[src/rtl/vga_controller.sv]
// vga_controller: 640x480@60Hz VGA timing generator with a built-in
// eight-bar colour pattern source, clocked from the 50 MHz board clock.
// The 25 MHz pixel clock is a divide-by-two register. Pixel state advances
// on the 50 MHz edge where that register falls, so the DAC sees stable data
// on the following pixel-clock rise.
module vga_controller #(
  parameter int H_ACTIVE = 640,
  parameter int H_FP     = 16,
  parameter int H_SYNC   = 96,
  parameter int H_BP     = 48,
  parameter int V_ACTIVE = 480,
  parameter int V_FP     = 10,
  parameter int V_SYNC   = 2,
  parameter int V_BP     = 33,
  parameter int BAR_W    = 80
) (
  input  logic       clk_50MHz,
  input  logic       clear,
  output logic       clk_25MHz,
  output logic       h_sync,
  output logic       v_sync,
  output logic       sync_n,
  output logic       blank_n,
  output logic [7:0] red_out,
  output logic [7:0] green_out,
  output logic [7:0] blue_out
);

  // Derived timing points, all expressed in 10-bit counter units.
  localparam int         H_TOTAL  = H_ACTIVE + H_FP + H_SYNC + H_BP;
  localparam int         V_TOTAL  = V_ACTIVE + V_FP + V_SYNC + V_BP;
  localparam logic [9:0] H_LAST   = 10'(H_TOTAL - 1);
  localparam logic [9:0] V_LAST   = 10'(V_TOTAL - 1);
  localparam logic [9:0] H_ACT    = 10'(H_ACTIVE);
  localparam logic [9:0] V_ACT    = 10'(V_ACTIVE);
  localparam logic [9:0] HS_START = 10'(H_ACTIVE + H_FP);
  localparam logic [9:0] HS_STOP  = 10'(H_ACTIVE + H_FP + H_SYNC);
  localparam logic [9:0] VS_START = 10'(V_ACTIVE + V_FP);
  localparam logic [9:0] VS_STOP  = 10'(V_ACTIVE + V_FP + V_SYNC);

  // Left edges of bars 1..7; bar 0 starts at pixel 0.
  localparam logic [9:0] BAR_1 = 10'(1 * BAR_W);
  localparam logic [9:0] BAR_2 = 10'(2 * BAR_W);
  localparam logic [9:0] BAR_3 = 10'(3 * BAR_W);
  localparam logic [9:0] BAR_4 = 10'(4 * BAR_W);
  localparam logic [9:0] BAR_5 = 10'(5 * BAR_W);
  localparam logic [9:0] BAR_6 = 10'(6 * BAR_W);
  localparam logic [9:0] BAR_7 = 10'(7 * BAR_W);

  // Bar number for a column: integer divide by BAR_W done as a compare chain.
  function automatic logic [2:0] bar_index(input logic [9:0] h);
    logic [2:0] idx;
    if (h < BAR_1) begin
      idx = 3'd0;
    end else if (h < BAR_2) begin
      idx = 3'd1;
    end else if (h < BAR_3) begin
      idx = 3'd2;
    end else if (h < BAR_4) begin
      idx = 3'd3;
    end else if (h < BAR_5) begin
      idx = 3'd4;
    end else if (h < BAR_6) begin
      idx = 3'd5;
    end else if (h < BAR_7) begin
      idx = 3'd6;
    end else begin
      idx = 3'd7;
    end
    return idx;
  endfunction

  // Standard colour-bar order, packed as {red, green, blue}.
  function automatic logic [23:0] bar_colour(input logic [2:0] idx);
    logic [23:0] rgb;
    case (idx)
      3'd0:    rgb = 24'hFFFFFF;  // white
      3'd1:    rgb = 24'hFFFF00;  // yellow
      3'd2:    rgb = 24'h00FFFF;  // cyan
      3'd3:    rgb = 24'h00FF00;  // green
      3'd4:    rgb = 24'hFF00FF;  // magenta
      3'd5:    rgb = 24'hFF0000;  // red
      3'd6:    rgb = 24'h0000FF;  // blue
      3'd7:    rgb = 24'h000000;  // black
      default: rgb = 24'h000000;
    endcase
    return rgb;
  endfunction

  logic        r_clk_25;
  logic [9:0]  r_h_count;
  logic [9:0]  r_v_count;
  logic        r_h_sync;
  logic        r_v_sync;
  logic        r_blank_n;
  logic [23:0] r_rgb;

  logic [9:0]  w_h_next;
  logic [9:0]  w_v_next;
  logic        w_h_sync_next;
  logic        w_v_sync_next;
  logic        w_active_next;
  logic [23:0] w_rgb_next;

  // Next pixel position and the outputs that belong to it, so the registered
  // outputs always match the registered counters.
  always_comb begin
    w_h_next      = r_h_count;
    w_v_next      = r_v_count;
    w_h_sync_next = 1'b1;
    w_v_sync_next = 1'b1;
    w_active_next = 1'b0;
    w_rgb_next    = 24'h000000;

    if (r_h_count == H_LAST) begin
      w_h_next = 10'd0;
      if (r_v_count == V_LAST) begin
        w_v_next = 10'd0;
      end else begin
        w_v_next = r_v_count + 10'd1;
      end
    end else begin
      w_h_next = r_h_count + 10'd1;
      w_v_next = r_v_count;
    end

    if ((w_h_next >= HS_START) && (w_h_next < HS_STOP)) begin
      w_h_sync_next = 1'b0;
    end else begin
      w_h_sync_next = 1'b1;
    end

    if ((w_v_next >= VS_START) && (w_v_next < VS_STOP)) begin
      w_v_sync_next = 1'b0;
    end else begin
      w_v_sync_next = 1'b1;
    end

    w_active_next = (w_h_next < H_ACT) && (w_v_next < V_ACT);

    if (w_active_next) begin
      w_rgb_next = bar_colour(bar_index(w_h_next));
    end else begin
      w_rgb_next = 24'h000000;
    end
  end

  // Pixel-clock divider plus counter/output registers; clear restarts at (0,0).
  always_ff @(posedge clk_50MHz) begin
    if (clear) begin
      r_clk_25  <= 1'b0;
      r_h_count <= 10'd0;
      r_v_count <= 10'd0;
      r_h_sync  <= 1'b1;
      r_v_sync  <= 1'b1;
      r_blank_n <= 1'b1;
      r_rgb     <= 24'hFFFFFF;
    end else begin
      r_clk_25 <= ~r_clk_25;
      // Advance on the edge where the pixel clock falls.
      if (r_clk_25) begin
        r_h_count <= w_h_next;
        r_v_count <= w_v_next;
        r_h_sync  <= w_h_sync_next;
        r_v_sync  <= w_v_sync_next;
        r_blank_n <= w_active_next;
        r_rgb     <= w_rgb_next;
      end else begin
        r_h_count <= r_h_count;
        r_v_count <= r_v_count;
        r_h_sync  <= r_h_sync;
        r_v_sync  <= r_v_sync;
        r_blank_n <= r_blank_n;
        r_rgb     <= r_rgb;
      end
    end
  end

  assign clk_25MHz = r_clk_25;
  assign h_sync    = r_h_sync;
  assign v_sync    = r_v_sync;
  assign blank_n   = r_blank_n;
  assign red_out   = r_rgb[23:16];
  assign green_out = r_rgb[15:8];
  assign blue_out  = r_rgb[7:0];
  // Composite sync is not used by this display path.
  assign sync_n    = 1'b0;

endmodule

[config.mk]
export PLATFORM = sky130hd
export DESIGN_NAME = vga_controller
export DESIGN_NICKNAME = d
export VERILOG_FILES = /design/src/rtl/vga_controller.sv
export SDC_FILE = /design/constraint.sdc
export NUM_CORES = 1
export LEC_CHECK = 0
export ABC_CLOCK_PERIOD_IN_PS = 6200
export BUFFER_PORTS_ARGS = -buffer_cell sky130_fd_sc_hd__buf_2
export CAP_MARGIN = 20
export CORE_ASPECT_RATIO = 0.7
export CORE_MARGIN = 8
export CORE_UTILIZATION = 60
export DETAILED_ROUTE_END_ITERATION = 16
export PLACE_DENSITY = 0.82
export SLEW_MARGIN = 5
export SYNTH_ARGS = -nofsm -noshare
export SYNTH_HDL_FRONTEND = slang
export SYNTH_SLANG_ARGS = --single-unit
[constraint.sdc]
create_clock -name clk_50MHz -period 6.2 [get_ports clk_50MHz]
set_clock_uncertainty 0.2 [all_clocks]
set_input_delay 0.93 -clock clk_50MHz [delete_from_list [all_inputs] [get_ports clk_50MHz]]
set_output_delay 0.93 -clock clk_50MHz [all_outputs]
set_load 0.02 [all_outputs]
# Word level (Yosys, flattened, before mapping)
# Memory sizes are Yosys's and may differ from the RTL's.
# Index checks and enable logic that the tools add are counted.
op_classes:
  eq_ne: 2
  div_mod_pow: 0
  mux: 14
  bitwise_logic: 1
  reduce_logical: 3
  n_mul: 0
  magnitude_cmp: 13
  add_sub_neg: 2
  n_shift: 0
op_table:
  columns: ["cell", "count"]
  rows:
  - ["$lt 10x9->1 const B", 5]
  - ["$lt 10x10->1 const B", 3]
  - ["$mux 10", 3]
  - ["$mux 24", 1]
  - ["$add 10x1->10 const B", 2]
  - ["$eq 10x10->1 const B", 2]
  - ["$lt 10x8->1 const B", 2]
  - ["$mux 3", 5]
  - ["$ge 10x10->1 const B", 1]
  - ["$ge 10x9->1 const B", 1]
  - ["$lt 10x7->1 const B", 1]
  - ["$mux 2", 2]
  - ["$logic_and 1x1->1", 3]
  - ["$mux 1", 3]
  - ["$not 1->1", 1]
totals:
  memories: 1
  in_bits: 2
  register_bits: 48
  romBits: 192
  word_cells: 43
  latchBits: 0
  out_inout_bits: 29
  ram_bits: 0
memory_table:
  columns: ["memory", "words", "word_bits", "rd", "rd_clocked_by_memory_dff", "write_ports", "line_no", "rtl"]
  rows:
  - ["(no name shown)", 8, 24, 1, 0, 0, "76", "case (idx)"]

# Logic depth before layout (Yosys ltp)
# Gate-level depths: netlist of run 1.
# An unclocked memory read counts as a cell.
logic_depth:
  word_depth: 13
  ltp_mapped: 10
  mapped_depth_nobuf: 8

# Worst setup path before layout of run 1
# Ideal clock, no wire load.
synth_timing:
  kind: "flip-flop to flip-flop"
  startpoint: "register r_h_count[1]"
  endpoint: "register r_rgb[15]"
  path_stages_with_launch: 10
  n_path_buf: 2
  arrival_time_ns: 2.127
  synth_period_minus_slack_ns: 2.466
  setup_slack_ns: 3.734
  required_time_ns: 5.861
  cell_sequence: "dfxtp_1 -> ha_1 -> buf_2 -> and4_1 -> clkbuf_4 -> nand4_1 -> or3_1 -> a211oi_1 -> and2_1 -> o41ai_1"
synth_via:
  elab_chain_cells: 13
synth_rtl:
  columns: ["element", "line_no", "rtl"]
  rows:
  - ["start: declaration", "91", "logic [9:0] r_h_count;"]
  - ["start signal: assignment", "162", "r_h_count <= w_h_next;"]
  - ["start signal: assignment", "169", "r_h_count <= r_h_count;"]
  - ["$add 10x1->10 or $eq 10x10->1 (tied branches)", "123, 115", null]
  - ["$mux 10", "115", "if (r_h_count == H_LAST) begin"]
  - ["$lt 10x10->1", "65", "end else if (h < BAR_7) begin"]
  - ["$mux 1", "65", null]
  - ["$mux 2", "63", "end else if (h < BAR_6) begin"]
  - ["$mux 2", "61", "end else if (h < BAR_5) begin"]
  - ["$mux 3", "59", "end else if (h < BAR_4) begin"]
  - ["$mux 3", "57", "end else if (h < BAR_3) begin"]
  - ["$mux 3", "55", "end else if (h < BAR_2) begin"]
  - ["$mux 3", "53", "if (h < BAR_1) begin"]
  - ["$mux 3", "141", "if (w_active_next) begin"]
  - ["$mem_v2 8x24", null, null]
  - ["$mux 24 (*)", "141", null]
  - ["end signal: assignment", "167", "r_rgb <= w_rgb_next;"]
  - ["end signal: assignment", "174", "r_rgb <= r_rgb;"]
  - ["end: declaration", "96", "logic [23:0] r_rgb;"]
# Every way passes the cells marked *; elsewhere a longest branch is shown, timed or not. The select of a mux whose other input is x is not followed.
# A chain may end at the register's enable or synchronous reset.

# Worst setup path after layout of run 1
layout_timing:
  startpoint: "register r_h_count[0]"
  endpoint: "register r_rgb[22]"
# The elaborated chain is that of the path after synthesis.

==> results of run 1 <==
## worst min path at each step
stage               slack, ns  depth (start not counted)         start      endpoint
finish                   0.28                          2       blank_n       blank_n
global route             0.31                          2       blank_n       blank_n
CTS                      0.29                          2       blank_n       blank_n
detailed placement       0.27                          2       blank_n       blank_n
global placement         0.25                          2       blank_n       blank_n
floorplan                0.27                          2  r_v_count[0]  r_v_count[0]
## worst reg2reg max path: cells and delay by family, from the launching register on
kind                       cells  cell delay, ns
adders and majority gates      1            0.39
and+or+nand+nor                3            0.94
AOI/OAI and AO/OA              3            0.81
DFF                            1            0.52
## state kept, by name (all words and copies together) (netlist names)
register and flops:
v_sync 1, blank_n 1, r_h_count 10, r_rgb 3, r_v_count 10, clk_25MHz 1
h_sync 1
## layer usage
metal | GRT usage, % | part of all wire (%)
met4 | 4.904 | 1.1
met3 | 4.715 | 12
met5 | 0 | 0
met2 | 23.53 | 39
met1 | 25.21 | 48
## power groups by stage
| stage | clock [mW] | combinational [mW] | sequential, mW |
|---|---|---|---|
| floorplan | 0 | 0.0705 | 0.195 |
| global placement | 0 | 0.0742 | 0.194 |
| detailed placement | 0 | 0.0747 | 0.194 |
| CTS | 0.103 | 0.0748 | 0.190 |
| global route | 0.107 | 0.0800 | 0.192 |
| finish | 0.0973 | 0.0745 | 0.191 |
## area by class of cell
class	instances	area, sq um	area share [%]
Sequential cell	27	540.5	25.61
Multi-Input combinational cell	205	1284	60.82
Tap cell	50	62.56	2.964
Timing Repair Buffer	30	152.6	7.232
Inverter	7	26.28	1.245
Clock buffer	4	45.04	2.134
## cell usage after synthesis (4+ instances only)
| cell | count |
|---|---|
| sky130_fd_sc_hd__a211oi_1 | 4 |
| sky130_fd_sc_hd__a21oi_1 | 16 |
| sky130_fd_sc_hd__a31oi_1 | 4 |
| sky130_fd_sc_hd__and3_1 | 4 |
| sky130_fd_sc_hd__and4_1 | 4 |
| sky130_fd_sc_hd__buf_2 | 5 |
| sky130_fd_sc_hd__buf_4 | 23 |
| sky130_fd_sc_hd__clkbuf_1 | 8 |
| sky130_fd_sc_hd__dfxtp_1 | 27 |
| sky130_fd_sc_hd__ha_1 | 4 |
| sky130_fd_sc_hd__inv_1 | 6 |
| sky130_fd_sc_hd__nand2_1 | 22 |
| sky130_fd_sc_hd__nand3_1 | 10 |
| sky130_fd_sc_hd__nand4_1 | 9 |
| sky130_fd_sc_hd__nor2_1 | 28 |
| sky130_fd_sc_hd__nor3_1 | 13 |
| sky130_fd_sc_hd__o211ai_1 | 4 |
| sky130_fd_sc_hd__o21ai_0 | 14 |
| sky130_fd_sc_hd__or3_1 | 7 |
## stage by stage
stage / std cells / util [%]
final: 323 / 60.86
after global placement: 319 / 59.56
after detailed placement: 319 / 59.56
after CTS: 323 / 60.86
after global routing: 323 / 60.86
after floorplan: 282 / -
## kinds of logic (layout without fill, tap and decap cells)
group / count (synthesis) / in the layout
and+or+nand+nor: 115 / 115
buffers and inverters: 50 / 41
muxes: 4 / 4
xor gates and xnor gates: 6 / 6
adders and majority gates: 5 / 5
AOI/OAI and AO/OA: 74 / 74
DFF: 27 / 27
other: 1 / 1
==> results.md, run 1 <==
- The largest driver fanout on the critical path is 16.
- Yosys attributes the largest share of cell area to sky130_fd_sc_hd__dfxtp_1 25%, sky130_fd_sc_hd__buf_4 8.1%, sky130_fd_sc_hd__nor2_1 4.9%, sky130_fd_sc_hd__nand2_1 3.9%, sky130_fd_sc_hd__a21oi_1 3.8%.
- The delay of the slowest cell on the worst path is 0.52 ns.
- The number of buffers and inverters on the critical path is 0.
- The clock power share is 26.8%.
- Of the total power, combinational logic draws 20.6%.
- The combinational family with the most area after synthesis is simple AND/OR/NAND/NOR gates.
- The number of antenna violations at the first check in global routing was 0.
- 31 I/O pins were placed.
- In the final routed layout, each cell accounts on average for 15.34 um.
- The aggregate negative setup slack is 0 ns.
- Across all setup checks in the final design, the least slack found is 3.212 ns.
- The floorplan step defined a core boundary enclosing 0.003468 sq mm.
- For this configuration, the core starts out at a cell density of 61.44%.
- After routing the design area is 0.002111 sq mm.
- Once the clock tree was built, the setup fixing pass inserted 0 buffers.
- The width of the die is just under 90 um.
- Setup repair after global routing left no endpoint under its margin.
- The first detailed-routing pass took 5 iterations.
- The warning count from the yosys run is 0.
- The first global-routing pass estimated between 8 and 9 mm of wire.
- The kind of capture point of the worst setup path is a flip-flop.
- In this run the power spent charging and discharging nets is 0.1124 mW.
- The routed via count divided by cell count is about 6.3.
- The standby leakage power is 0.6978 nW.
- The critical path runs through a total of 7 cells.
- The shortest period the worst path allows is 2.988 ns.
- The normalized max-slew margin is about 52%.
- Of the total synthesized cell area, the portion taken by XOR and XNOR cells is 2.466%.
- Summed over all nets, the half-perimeter wirelength after detailed placement is 3.595 mm.
- The worst-case reg-to-reg path depth is 7.
- Following the worst setup path forward leads to its endpoint at r_rgb[22].
- From synthesis to final layout, the design area changed by -0.9397%.
- At the later pin of the worst-skew pair, clock insertion delay measures 0.27 ns.
- Of the cells placed in the final design, the portion with a size suffix greater than 1 is between 10% and 20%.
- The post-synthesis simple-gate area fraction is 28.95%.
- The vertical die dimension is 65.86 um.
- The CTS sink count is 27.
- The detailed router's first-iteration violation count is between 200 and 250.
- The count of nets left with antenna violations once routing finished came out at 0.
- The library cells used most frequently in the layout, excluding fill and tap cells, are 29 x sky130_fd_sc_hd__buf_2, 28 x sky130_fd_sc_hd__nor2_1, 27 x sky130_fd_sc_hd__dfxtp_1.
- The slowest stage of the critical path belongs to the cell sky130_fd_sc_hd__dfxtp_1.
- The flow ran to the end, and the final reports show no timing, DRC or antenna violations.
- The adder-cell area share of the yosys netlist is 2.819%.
- After synthesis the netlist holds a flip-flop and latch count of 27.
- The number of diodes added for antenna fixing is 0.
- Setup violations remaining at the end of the flow were counted as 0.
- The number of buffers created by CTS is 3.
- Cell internal power was estimated by the tool at 0.2500 mW.
- The tool flagged a number of max-cap violations equal to 0.
- The final weighted congestion of routability-driven global placement is 0.9528.
- In this run the worst setup path begins at r_h_count[0].
- In this run, synthesis inferred 0 flip-flops with an integrated enable.
- CTS built an H-tree with a depth of 1.
- The area of the die is 0.005745 sq mm.
- The tree is rooted in a sky130_fd_sc_hd__clkbuf_8.
- The most used flip-flop cell after synthesis is sky130_fd_sc_hd__dfxtp_1.
- The area after detailed placement is 0.002066 sq mm.
- The quantity of I/O buffers inserted on ports is 29.
- STA classifies the critical path startpoint as a flip-flop.
- The fill cell instance count of the final layout is 339.
- Static timing analysis puts the maximum clock frequency at 334.7 MHz.
- The most common cell after layout, fill and taps aside is sky130_fd_sc_hd__buf_2.
- Entering global routing, the biggest net connects 29 pins.
- In this run the cell area of the synthesized design comes to 0.002131 sq mm.
- Data on the critical path arrives at its endpoint at between 2 and 3 ns.
- The floorplan has 18 rows.
- The startpoint of the lowest-slack register-to-register path is r_h_count[0].
- The required time of the critical path is slightly above 6 ns.
- The number of buffers on the longest clock path is 2.
- The min-delay analysis places its worst path in the category reg2reg.
- Setup slack on the worst reg-to-reg path comes out at 3.21 ns.
- Dividing total power by cell area gives a power density of 171.7 mW/mm^2.
- At the placement stage, the worst setup path has a slack of 3.283 ns.
- Dividing the final minimum period by the clock period gives 48.19%.
- After clock tree synthesis, the clock-pin slew on the worst setup and hold paths is 0.09 ns.
- Broken down by cell family, the worst path's largest delay share belongs to simple AND/OR/NAND/NOR gates.
- The switching part of the total power is 31.01%.
- The total routed wirelength is 4.956 mm.
- The peak ir drop on the vdd network is 0.08731 mV.
- The proportion of power drawn by flip-flops and latches is a little over half.
- The post-CTS resize count is 0.
- The capturing point of the worst reg2reg path is r_rgb[22].
- The total vias in the final route is 2027.
- The overall power after layout is roughly 0.36 mW.
- The number of global-route vias before repair is between 1500 and 2000.
- The cell count after synthesis is 282.
- The final max-slew violation count is 0.
- The multiplexer fraction of the synthesized cell area is roughly 1.9%.
- The total overflow reported by the global router is 0.
- The aggregate global-route resource usage is 17.24%.
- The actual slew at the worst max-slew pin is 0.7114 ns.
- The final net count is 280.
- The signal on the critical path passes through ha_1 > and4_1 > nand4_2 > a2111oi_0 > a2bb2oi_1 > and2_1 > o41ai_1.
- For this run, asynchronously set or reset flops after synthesis account for 0%.
- The remaining routing DRC violations is 0.
- Summing the areas of all compound-gate instances in the mapped netlist gives between 20% and 30% of the synthesized area.
- The number of nets handed over by synthesis was 288.
- On the final layout, the worst hold slack is 0.2847 ns.
- The top cell type by area accounts for 25.37% of the synthesized area.
- Hold repair after CTS inserted 0 buffers.
- Dividing the synthesized area by the synthesized cell count gives 7.556 sq um.
- sky130_fd_sc_hd__dfxtp_1 takes more of the synthesized area than any other cell.
- The sequential share of the synthesized area is 25.37%.
- The hold violation count in the final report came to 0.
- The startpoint-to-endpoint class of the critical path is reg2reg.
- TritonCTS built the clock tree.
- Yosys mapped the design onto 64 distinct sky130hd cell types.
(Power assumes the default switching activity.)
==> run 2: changes to the inputs <==
--- a/config.mk
+++ b/config.mk
@@ -5,14 +5,14 @@
 export SDC_FILE = /design/constraint.sdc
 export NUM_CORES = 1
 export LEC_CHECK = 0
-export ABC_CLOCK_PERIOD_IN_PS = 6200
+export ABC_CLOCK_PERIOD_IN_PS = 2900
 export BUFFER_PORTS_ARGS = -buffer_cell sky130_fd_sc_hd__buf_2
 export CAP_MARGIN = 20
 export CORE_ASPECT_RATIO = 0.7
 export CORE_MARGIN = 8
-export CORE_UTILIZATION = 60
+export CORE_UTILIZATION = 57
 export DETAILED_ROUTE_END_ITERATION = 16
-export PLACE_DENSITY = 0.82
+export PLACE_DENSITY = 0.79
 export SLEW_MARGIN = 5
 export SYNTH_ARGS = -nofsm -noshare
 export SYNTH_HDL_FRONTEND = slang
==> constraint.sdc (replaced) <==
create_clock -name clk_50MHz -period 2.9 [get_ports clk_50MHz]
set_clock_uncertainty 0.2 [all_clocks]
set_input_delay 0.435 -clock clk_50MHz [delete_from_list [all_inputs] [get_ports clk_50MHz]]
set_output_delay 0.435 -clock clk_50MHz [all_outputs]
set_load 0.02 [all_outputs]
==> run 2 against run 1 <==
Net effect:
- flip-flop and latch count unchanged
- final area up 2.3%
- critical path type unchanged
- sequential share of layout area fell by 0.58 points
- non-clock buffer count grew 6
- global-route usage fell by 0.40 points
==> results.md, run 2 (synthesized netlist as in run 1, its figures left out) <==
- The run finished with clean final reports.
- The total stage count of the critical path is 7.
- The smallest clock period supported by the final layout is computed as approximately 2.7 ns.
- The number of global-route vias before repair was approximately 1700.
- The net load switching power is 0.2552 mW.
- The final clock period utilization by the worst path is 92.10%.
- After global routing the overflow that remains totals 0.
- Detailed placement finished with a half-perimeter wire length of 3.755 mm.
- TritonCTS built the clock tree.
- Entering global routing, the biggest net connects 29 pins.
- Combinational cells account for approximately 21% of the total power.
- Setup repair after global routing left no endpoint under its margin.
- The fill cell instance count of the final layout is 330.
- The worst-case reg-to-reg path depth is 7.
- The clock-pin slew on the worst setup and hold paths is 0.10 ns.
- The tree is rooted in a sky130_fd_sc_hd__clkbuf_8.
- Setup violations remaining at the end of the flow were counted as 0.
- In this run, placement finished with an instance count of ~330.
- Overall power consumption after layout is estimated at 0.7915 mW.
- The number of hold-repair buffers added at the cts stage is 0.
- The sequential cell area is 540.5 sq um.
- The area of the die is 0.005982 sq mm.
- The switching part of the total power is 32.24%.
- CTS built an H-tree with a depth of 1.
- The startpoint of the lowest-slack register-to-register path is r_h_count[0].
- Dividing the detail-routed wire length by the instance count gives 15.15 um.
- Once routing completed, OpenROAD measured the worst setup slack at about 0.23 ns.
- In this run the tightest slew margin relative to its limit is between 50 and 60%.
- The kind of capture point of the worst setup path is a flip-flop.
- The number of antenna violations at the first check in global routing is 0.
- The number of diodes added for antenna fixing is 0.
- The layout overhead on the synthesized area is 1.350%.
- Of all nets on the critical path, the largest fanout is 12.
- The required time of the critical path is 2.87 ns.
- The worst-case IR drop observed on VDD is 0.1920 mV.
- The final net count is 286.
- The clock latency at the later pin of the worst-skew pair is about 0.28 ns.
- The finished cells cover around 0.0022 sq mm.
- The first global-routing pass estimated 8.073 mm of wire.
- The clock power share is 28.0%.
- In this run the tool buffered the top-level ports with 29 buffer cells.
- The routed via count divided by cell count is 6.310.
- The multi-input combinational cells in the finished layout cover a total of 0.001284 sq mm.
- The initial utilization of the core area, before any placement, comes to 59.88%.
- The startpoint-to-endpoint class of the critical path is reg2reg.
- After clock tree synthesis, the repair step resized 0 gates.
- The most common cell after layout, fill and taps aside is sky130_fd_sc_hd__buf_2.
- Global routing consumed, over all layers together, between 15 and 20% of the routing resources.
- After detailed routing, the total wire length is around 5.0 mm.
- The die is roughly 67 um tall.
- The proportion of layout cells with a drive suffix above 1 is 18.28%.
- For this design, the sink count on the clock tree is 27.
- In this run the cell area measured after placement is roughly 0.0021 sq mm.
- The slowest stage of the critical path belongs to the cell sky130_fd_sc_hd__dfxtp_1.
- Routability-driven placement finished with a final weighted congestion of 0.9230.
- The top achievable clock speed is 374.4 MHz.
- The worst register-to-register path ends at v_sync.
- The total vias in the final route is 2076.
- The critical path endpoint is v_sync.
- Counting instances, the worst hold path has a depth of 2.
- The post-CTS setup repair buffer count is 0.
- The setup check on the worst reg-to-reg path leaves a slack of between 0.2 and 0.25 ns.
- The final cell count without fillers is about 330.
- Of the total power, registers draw 51.5%.
- The number of nets with antenna violations after routing is 0.
- The number of buffers created by CTS is 3.
- The actual slew at the worst max-slew pin is 0.6147 ns.
- For this run, design rule violations remaining after detail routing come to 0.
- The number of placed I/O pins is 31.
- The final max-slew violation count came to 0.
- Traced cell by cell, the critical path runs through ha_1 > and4_1 > nand4_2 > a2111oi_0 > a2bb2oi_1 > and2_1 > a31oi_1.
- The hold violation count in the final report came to 0.
- The cell row count is 18.
- The worst min-delay path class is reg2reg.
- The width of the die is just under 90 um.
- The tool flagged a number of max-cap violations equal to 0.
- For this run, the slowest stage of the critical path takes between 0.5 and 0.6 ns.
- The critical path startpoint category is a flip-flop.
- Summed over all failing endpoints, the final setup total negative slack is 0 ns.
- The standby leakage power is 0.7278 nW.
- The worst setup path startpoint is r_h_count[0].
- The longest clock path from root to sink contains 2 buffers.
- The number of buffers and inverters on the critical path is 0.
- At the placement stage, the worst setup path has a slack of roughly 0.28 ns.
- The data arrival at the endpoint of the critical path is 2.64 ns.
- In this run the standard cell core region covers 0.003558 sq mm.
- After the first detailed-routing iteration, the DRC count stood at 247.
- The largest registers in the layout are r_h_count: 10 flops, r_v_count: 10 flops, r_rgb: 3 flops.
- Broken down by cell family, the worst path's largest delay share belongs to simple AND/OR/NAND/NOR gates.
- The total power density per cell area is about 370 mW/mm^2.
- The internal power summed over all cells is 0.5363 mW.
- Leaving out fill and tap cells, the most frequent cells in the layout are 29 x sky130_fd_sc_hd__buf_2, 28 x sky130_fd_sc_hd__nor2_1, 27 x sky130_fd_sc_hd__dfxtp_1.
- The first-pass iteration count of the detailed router is 5.
## run 2: cell types whose count changed in the layout (fill, tap and decap cells not counted)
cell / previous run / this run
sky130_fd_sc_hd__buf_4: 1 / 7
sky130_fd_sc_hd__clkinvlp_4: 0 / 1
sky130_fd_sc_hd__clkbuf_1: 1 / 0
## run 2: power by group through the flow
| stage | sequential, mW | combinational, mW | clock [mW] |
|---|---|---|---|
| floorplan | 0.418 | 0.151 | 0 |
| global placement | 0.414 | 0.163 | 0 |
| detailed placement | 0.416 | 0.162 | 0 |
| CTS | 0.408 | 0.163 | 0.234 |
| global route | 0.411 | 0.174 | 0.245 |
| finish | 0.408 | 0.163 | 0.221 |
## run 2: metrics by stage
stage	util, %	hold WS (ns)
2_1_floorplan	-	0.2704
3_3_place_gp	59.32	0.2537
3_5_place_dp	59.32	0.2844
4_1_cts	60.69	0.3152
5_1_grt	60.69	0.3292
6_report	60.69	0.3028
## run 2: routing by layer
metal | up-vias | track usage, % | routed length (um)
met2 | 115 | 24.24 | 1846
met3 | 3 | 3.879 | 656
met5 | - | 0 | 0
li1 | 1016 | - | -
met4 | 0 | 1.856 | 12
met1 | 942 | 25.25 | 2466
## run 2: how the worst min path moves through the flow
stage | endpoint | slack [ns] | from
2_1_floorplan | r_v_count[0] | 0.27 | r_v_count[0]
3_3_place_gp | blank_n | 0.25 | blank_n
3_5_place_dp | h_sync | 0.28 | h_sync
4_1_cts | r_v_count[0] | 0.32 | r_v_count[0]
5_1_grt | blank_n | 0.33 | blank_n
6_report | blank_n | 0.30 | blank_n
## run 2: layout make-up
cell class / count / area share (%)
multi-input cells: 205 / 59.44
flip-flops and latches: 27 / 25.03
repair buffers: 36 / 9.154
well taps: 50 / 2.897
clock buffers: 3 / 1.912
inverters: 7 / 1.217
clock inverters: 1 / 0.3476
## run 2: worst register-to-register path: cells and delay by family, from the launching register on
family	cells	cell delay [ns]
AO/OA/AOI/OAI	3	0.80
flip-flops	1	0.51
AND/OR/NAND/NOR	3	0.81
adder cells (fa/ha/maj)	1	0.24
==> run 3: changes to the inputs <==
==> constraint.sdc (replaced) <==
create_clock -name clk_50MHz -period 2.9 [get_ports clk_50MHz]
set_clock_uncertainty 0.2 [all_clocks]
set_input_delay 0.435 -clock clk_50MHz [delete_from_list [all_inputs] [get_ports clk_50MHz]]
set_output_delay 0.435 -clock clk_50MHz [all_outputs]
set_load 0.05 [all_outputs]
==> run 3 against run 2 <==
Net effect:
- flip-flop and latch count unchanged
- global-route usage down 0.35 points
- via count up 0.82%
- clock power hardly changed
- combinational power up 55%
- final cell count increased by 0.30%
- sequential power barely moved
- final area increased by 0.23%
==> results.md, run 3 (synthesized netlist as in run 1, its figures left out) <==
- In this run, the number of DRC markers left after iteration 0 of detailed routing was 336.
- The number of antenna violations at the first check in global routing is 0.
- Per report_power, the combinational group accounts for 28.8% of the total.
- TritonCTS created 3 clock buffers.
- In the global route stage, met1 resource usage came out at around a quarter.
- The total power density per cell area is 406.2 mW/mm^2.
- The vertical die dimension is 67.16 um.
- The deepest level of the CTS H-tree is 1.
- The largest registers in the layout are r_h_count: 10 flops, r_v_count: 10 flops, r_rgb: 3 flops.
- The aggregate global-route resource usage is 16.48%.
- The worst-case reg-to-reg path depth is 7.
- In the finished design, the share of the clock period the worst path needs comes to between 90% and 100%.
- Once the clock tree was built, the setup fixing pass inserted 0 buffers.
- The proportion of layout cells with a drive suffix above 1 is 18.57%.
- In this run the critical register-to-register path is launched from r_h_count[0].
- The top achievable clock speed is 373.7 MHz.
- In the final layout, the multi-input gates occupy 0.001284 sq mm.
- The number of global-route vias before repair is 1709.
- The final setup violation count is 0.
- Of all nets on the critical path, the largest fanout is 11.
- Along the worst hold path, the cell count comes to 2.
- The net load switching power is 0.3450 mW.
- The quantity of I/O buffers inserted on ports is 29.
- The share of total power dissipated in the clock network is around 25%.
- Routability-driven placement finished with a final weighted congestion of between 0.9 and 1.
- The worst pin sits at a relative slew slack of 59.67%.
- The clock reaches the later pin of the worst-skew pair after roughly 0.28 ns.
- STA classifies the critical path endpoint as a flip-flop.
- The share of total power dissipated in sequential elements is 46.3%.
- The worst hold path begins at blank_n.
- The wire length of the first global-routing pass is 8.038 mm.
- Setup slack on the critical path of the routed design comes to 0.2239 ns.
- The clock passes through at most 2 buffers.
- The shortest period the worst path allows is 2.676 ns.
- For flop-to-flop paths, the worst setup slack is 0.22 ns.
- From left edge to right edge, the die measures 89.08 um.
- The area of the die is about 0.006 sq mm.
- The required time of the critical path is 2.84 ns.
- The clock tree from TritonCTS is built.
- The number of hold buffers added after CTS was 0.
- The actual slew at the worst max-slew pin is ~0.60 ns.
- Leaving out fill and tap cells, the most frequent cells in the layout are 29 x sky130_fd_sc_hd__buf_2, 28 x sky130_fd_sc_hd__nor2_1, 27 x sky130_fd_sc_hd__dfxtp_1.
- The routed layout has 2093 vias.
- During I/O placement, the number of pins put on the boundary was 31.
- STA classifies the critical path startpoint as a flip-flop.
- The flow ran to the end, and the final reports show no timing, DRC or antenna violations.
- Setup repair after global routing left no endpoint under its margin.
- The number of nets with antenna violations after routing is 0.
- The fill cell instance count of the final layout is 331.
- The max-capacitance violation count is 0.
- The data arrival at the endpoint of the critical path is 2.62 ns.
- The worst slack at placement is 0.2688 ns.
- The internal power summed over all cells is 0.5343 mW.
- The core region is 0.003558 sq mm.
- The first-pass iteration count of the detailed router is 5.
- The most common cell after layout, fill and taps aside is sky130_fd_sc_hd__buf_2.
- The standby leakage power is 0.7357 nW.
- The met3 layer usage reported by global route is 4.727%.
- The worst min-delay path class is reg2reg.
- The hold violation count in the final report was 0.
- The peak ir drop on the vdd network is 0.3066 mV.
- Setup total negative slack on the finished layout was measured at 0 ns.
- The final HPWL from detailed placement is ~3.7 mm.
- The routed via count divided by cell count is 6.342.
- In this run, post-CTS repair resized a total of 0 instances.
- The mean routed wirelength per cell is 15.28 um.
- The sequential cells in the finished layout cover a total of 540.5 sq um.
- The initial utilization of the core area, before any placement, comes to 59.88%.
- The largest net degree at the start of global routing is 29.
- The floorplan has 18 rows.
- The highest-utilization routing layer at the global route stage is met1.
- The layout overhead on the synthesized area is 1.586%.
- Global routing used 23.59% of the available met2 tracks.
- The switching part of the total power is 39.24%.
- The critical path starts at r_h_count[0].
- The number of diodes added for antenna fixing is 0.
- The final max-slew violation count is 0.
- The clock root buffer master is sky130_fd_sc_hd__clkbuf_8.
- The remaining routing DRC violations is 0.
- The total overflow reported by the global router is 0.
- Clock-pin slew was measured on the worst setup and hold paths at 0.10 ns.
- The critical path in this run is classified as reg2reg.
- The clock net in this run drives a total of 27 sinks.
- The total routed wirelength is 5.043 mm.
- The net count of the finished layout is about 290.
==> run 3: worst paths after layout <==
path,endpoint
worst max-delay path,r_rgb[15]
worst min-delay path,blank_n
worst max register to register,r_rgb[15]
worst min register to register,blank_n
==> run 3: cell type report <==
cell class              instances  area share [%]
multi-input cells             205           59.31
clock buffers                   3           1.908
well taps                      50           2.890
inverters                       7           1.214
clock inverters                 1          0.2312
repair buffers                 37           9.480
flip-flops and latches         27           24.97
==> run 3: layer usage <==
layer,share of wire (%),vias to the layer above
met1,47,974
met4,0.42,0
met3,13,2
met5,0,-
li1,-,1007
met2,39,110
==> run 3: through the flow <==
| stage | utilization [%] | cells | instance area, sq um | power [mW] | hold slack, ns |
|---|---|---|---|---|---|
| 2_1_floorplan | - | 282 | 2131 | 0.6609 | 0.2704 |
| 3_3_place_gp | 59.53 | 326 | 2118 | 0.6659 | 0.2476 |
| 3_5_place_dp | 59.53 | 326 | 2118 | 0.6684 | 0.2629 |
| 4_1_cts | 60.83 | 330 | 2165 | 0.8869 | 0.2868 |
| 5_1_grt | 60.83 | 330 | 2165 | 0.9087 | 0.3100 |
| 6_report | 60.83 | 330 | 2165 | 0.8793 | 0.2785 |
==> run 3: worst max-delay path, cell delays in order, from the launching register on <==
cell and delay [ns]:
sky130_fd_sc_hd__dfxtp_1 0.52, sky130_fd_sc_hd__ha_1 0.25, sky130_fd_sc_hd__and4_1 0.35, sky130_fd_sc_hd__nand4_1 0.21, sky130_fd_sc_hd__or3_1 0.40, sky130_fd_sc_hd__a211oi_1 0.30
sky130_fd_sc_hd__and2_1 0.22, sky130_fd_sc_hd__o41ai_1 0.09
==> run 3: power groups by stage <==
stage | combinational, mW | sequential (mW) | clock (mW)
floorplan | 0.228 | 0.433 | 0
global placement | 0.252 | 0.414 | 0
detailed placement | 0.253 | 0.415 | 0
CTS | 0.254 | 0.407 | 0.226
global route | 0.263 | 0.411 | 0.235
finish | 0.253 | 0.407 | 0.220
